[config.mk]
export PLATFORM = sky130hd
export DESIGN_NAME = sync_debounce_bank
export DESIGN_NICKNAME = d
export VERILOG_FILES = /design/src/rtl/sync_debounce_bank.sv
export SDC_FILE = /design/constraint.sdc
export NUM_CORES = 1
export LEC_CHECK = 0
export CORE_MARGIN = 1.5
export CORE_UTILIZATION = 45
export CTS_BUF_LIST = sky130_fd_sc_hd__clkbuf_8
export CTS_CLUSTER_SIZE = 14
export DETAILED_ROUTE_END_ITERATION = 7
export GPL_TIMING_DRIVEN = 0
export PLACE_DENSITY = 0.79
export SLEW_MARGIN = 25
export SYNTH_ARGS = -nofsm -noshare
export SYNTH_HDL_FRONTEND = slang
export SYNTH_SLANG_ARGS = --single-unit
[constraint.sdc]
create_clock -name clk -period 3.2 [get_ports clk]
set_input_delay 0.48 -clock clk [delete_from_list [all_inputs] [get_ports clk]]
set_output_delay 0.48 -clock clk [all_outputs]
set_load 0.005 [all_outputs]
[src/rtl/sync_debounce_bank.sv]
// Bank of independent synchronizer + debounce channels.
// Each raw input passes through a STAGES-deep flop chain. The registered
// output only follows the synchronized level after DB_CYCLES consecutive
// enabled cycles of disagreement, and each change emits a one-cycle rise/fall pulse.

module sync_debounce_lane #(
  parameter int   STAGES    = 2,
  parameter int   DB_CYCLES = 4,
  parameter logic RST_BIT   = 1'b0
) (
  input  logic clk,
  input  logic rst_n,
  input  logic sig_i,
  input  logic en_i,
  output logic out_o,
  output logic rise_o,
  output logic fall_o,
  output logic evt_o
);
  localparam int            CW      = $clog2(DB_CYCLES + 1);
  localparam logic [CW-1:0] CNT_MAX = CW'(DB_CYCLES - 1);

  logic [STAGES-1:0] sync_q;
  logic              sync;
  logic [CW-1:0]     cnt_q, cnt_d;
  logic              out_q, out_d;
  logic              rise_q, rise_d;
  logic              fall_q, fall_d;

  // Synchronizer chain. It keeps shifting regardless of the enable.
  always_ff @(posedge clk or negedge rst_n) begin
    if (!rst_n) sync_q <= {STAGES{RST_BIT}};
    else        sync_q <= {sync_q[STAGES-2:0], sig_i};
  end

  assign sync = sync_q[STAGES-1];

  // Debounce decision. A disagreement must persist for DB_CYCLES enabled
  // cycles. Agreement clears the count, and a disabled cycle freezes it.
  always_comb begin
    cnt_d  = cnt_q;
    out_d  = out_q;
    rise_d = 1'b0;
    fall_d = 1'b0;
    if (en_i) begin
      if (sync == out_q) begin
        cnt_d = '0;
      end else if (cnt_q == CNT_MAX) begin
        cnt_d  = '0;
        out_d  = sync;
        rise_d = sync;
        fall_d = ~sync;
      end else begin
        cnt_d = cnt_q + CW'(1);
      end
    end
  end

  // Counter, debounced level and edge pulses.
  always_ff @(posedge clk or negedge rst_n) begin
    if (!rst_n) begin
      cnt_q  <= '0;
      out_q  <= RST_BIT;
      rise_q <= 1'b0;
      fall_q <= 1'b0;
    end else begin
      cnt_q  <= cnt_d;
      out_q  <= out_d;
      rise_q <= rise_d;
      fall_q <= fall_d;
    end
  end

  assign out_o  = out_q;
  assign rise_o = rise_q;
  assign fall_o = fall_q;
  assign evt_o  = rise_d | fall_d;
endmodule

module sync_debounce_bank #(
  parameter int                  CHANNELS  = 4,
  parameter int                  STAGES    = 2,
  parameter int                  DB_CYCLES = 4,
  parameter logic [CHANNELS-1:0] RESET_VAL = '0
) (
  input  logic                clk,
  input  logic                rst_n,
  input  logic [CHANNELS-1:0] sig_in,
  input  logic                en,
  output logic [CHANNELS-1:0] sig_out,
  output logic [CHANNELS-1:0] rise,
  output logic [CHANNELS-1:0] fall,
  output logic                any_edge
);
  logic [CHANNELS-1:0] evt;
  logic                any_q, any_d;

  for (genvar c = 0; c < CHANNELS; c++) begin : g_lane
    sync_debounce_lane #(
      .STAGES   (STAGES),
      .DB_CYCLES(DB_CYCLES),
      .RST_BIT  (RESET_VAL[c])
    ) u_lane (
      .clk   (clk),
      .rst_n (rst_n),
      .sig_i (sig_in[c]),
      .en_i  (en),
      .out_o (sig_out[c]),
      .rise_o(rise[c]),
      .fall_o(fall[c]),
      .evt_o (evt[c])
    );
  end

  assign any_d = |evt;

  // Aggregate edge flag. It is registered alongside the per-lane pulses so all of them line up.
  always_ff @(posedge clk or negedge rst_n) begin
    if (!rst_n) any_q <= 1'b0;
    else        any_q <= any_d;
  end

  assign any_edge = any_q;
endmodule

==> out/results.ini <==
[status]
status=finished with violations
violations=DRC

[grt]
track_usage_pct=15.3
antenna_found_initial=0
grt_start_max_net_pins=34
grt_first_pass_wirelength_um=3710
grt_pass1_vias=837
globalRouteOverflowTotal=0

[detailed_routing]
wl_per_cell_um=12.9
drt-total-wl_um=2190
dr.max_layer_used=met4
drc=2
drt_iter0_drc=20
num_vias=847
via_per_inst=4.98
met1_length_um=898
ant_nets=0
met3_length_um=108
met2_length_um=1170
first_pass_iters=8

[logic_synthesis]
avgSynthCellArea_sq_um=12.0
synth.top_cell.area_share_pct=61.0
ys_async_sr_fraction_pct=100
synth-seq-area-share_pct=61.0
synth_commonest_cells=dfrtp_1, buf_4, inv_1
ys_types=24
syn_area_sq_um=1350
synth-seq-cells=33
yosys_warnings=0
syn-num-nets=124
syn_inst=113
yosysMostFrequentCell=dfrtp_1
synth_edf_count=0
synth_ff_type=dfrtp_1
synthTopCellsByArea=dfrtp_1, buf_4, ha_1
post-synth-top-area-cell=dfrtp_1

[clocking]
postCtsHoldBufs=0
clockRootBuffer=clkbuf_8
cts_resized=0
cts-htree-levels=2
cts_buffers=5
cts_tree=yes
cts_max_path_buffers=2
postCtsSetupRepairBufs=0
insertion_delay_ns=0.28
cts.sinks=33
path_clk_slew_ns=0.06

[floorplanning]
coreArea_sq_um=2810
dieArea_sq_um=3350
rows=19
fp.dieH_um=57.9
start_util_pct=48.3
io_pins=20
die_w_um=57.9

[place]
place_area_sq_um=1580
dp_hpwl_um=1570
gp_congestion=0.709
port_buffers=19

[timing]
slew_viol_final=0
period_needed_ns=1.78
max_slew_margin_pct=52.6
clock.fmax_mhz=563
hold_viol=0
fin_skew_ns=0.00601
grt_setup_unrepaired=no
setup_tns_ns=0
worst_slew_pin_slew_ns=0.711
period_share_pct=55.5
hold_ws_ns=0.247
setup_violations=0

[layout]
diodes=0
drive_gt1_share_pct=17.3
fin_util_pct=59.3
design_area_sq_um=1660
area_growth_pct=22.9
nets=150

[critical_path]
path_cells=buf_4 > clkdlybuf4s50_1
cp_max_fo=4
crit_path_max_incr_delay_ns=0.48
crit_required_ns=2.72
rr_worst_depth=4
worstSetupPathType=flip-flop to primary output
start_kind=flip-flop
critPathSlowestCell=clkdlybuf4s50_1
crit_arrival_ns=1.30
end_kind=primary output

[power]
p_leak_nw=0.822
power_density_nw_per_um2=705
ir_worst_vdd_mv=0.388
p_total_mw=1.17

[job]
max_cap_viol_count=0

[worst_hold_path]
hold_class=input pin to async pin

flip-flops by register name, indices dropped and copies added, names as in the netlist:
register              count
any_edge                  1
g_lane.u_lane.fall_o      4
g_lane.u_lane.rise_o      4
g_lane.u_lane.sync_q      8
g_lane.u_lane.out_o       4
g_lane.u_lane.cnt_q      12
stage by stage:
stage / instances / setup WS [ns]
4_1_cts: 170 / 1.41
3_5_place_dp: 163 / 1.18
2_1_floorplan: 113 / 1.91
3_3_place_gp: 163 / 1.09
5_1_grt: 170 / 1.34
6_report: 170 / 1.42
kinds of logic (layout without fill, tap and decap cells):
group / after synthesis / after routing / synth area share, %
AOI/OAI and AO/OA: 12 / 12 / 5.18
adders and majority gates: 4 / 4 / 3.70
DFF: 33 / 33 / 61.0
buffers and inverters: 24 / 50 / 10.1
xor gates and xnor gates: 5 / 5 / 3.23
and+or+nand+nor: 29 / 29 / 12.0
muxes: 6 / 6 / 4.81
final timing paths:
kind | start | slack (ns) | endpoint
worst max-delay path | g_lane[1].u_lane.out_o$_DFFE_PN0P_ | 1.42 | sig_out[1]
worst min-delay path | rst_n | 0.25 | g_lane[1].u_lane.sync_q[0]$_DFF_PN0_
worst max register to register | g_lane[3].u_lane.cnt_q[0]$_DFFE_PN0P_ | 1.79 | g_lane[3].u_lane.out_o$_DFFE_PN0P_
worst min register to register | g_lane[3].u_lane.sync_q[0]$_DFF_PN0_ | 0.35 | g_lane[3].u_lane.sync_q[1]$_DFF_PN0_
max in group asynchronous | rst_n | 2.49 | g_lane[2].u_lane.sync_q[1]$_DFF_PN0_
min in group clk | g_lane[3].u_lane.sync_q[0]$_DFF_PN0_ | 0.35 | g_lane[3].u_lane.sync_q[1]$_DFF_PN0_
critical path: cells and delay by family, from the launching register on:
family | cells | cell delay, ns
buffers and inverters | 2 | 0.61
flip-flops | 1 | 0.41
layout by cell type, fill, tap and decap left out, drive strengths merged, types with 2 or more instances in the layout:
cell type       n
nand4b          3
o21ai           7
xor2            4
a21boi          3
nand3b          2
inv            11
nand3           3
mux2i           2
o22ai           2
nand2b          5
nor2b           2
buf            14
nand2           4
dfrtp          33
mux2            4
nor2            8
clkbuf          7
ha              4
clkdlybuf4s50  18
cell type report:
class | count | area [sq um]
fillers | 234 | 1140
flip-flops and latches | 33 | 826
multi-input cells | 56 | 392
repair buffers | 19 | 185
plain buffers | 14 | 98.8
clock buffers | 6 | 82.6
well taps | 31 | 38.8
inverters | 10 | 37.5
clock inverters | 1 | 3.75
metal layers:
layer / vias up / global-route usage, %
met1: 419 / 17.1
met4: 0 / 4.98
met3: 4 / 7.37
li1: 405 / -
met5: - / 0
met2: 19 / 25.6
report_power, final:
part	switching, mW	internal [mW]
combinational	0.134	0.180
sequential	0.0601	0.496
clock	0.137	0.167
total	0.331	0.842
Power figures use the tool's default switching activity.
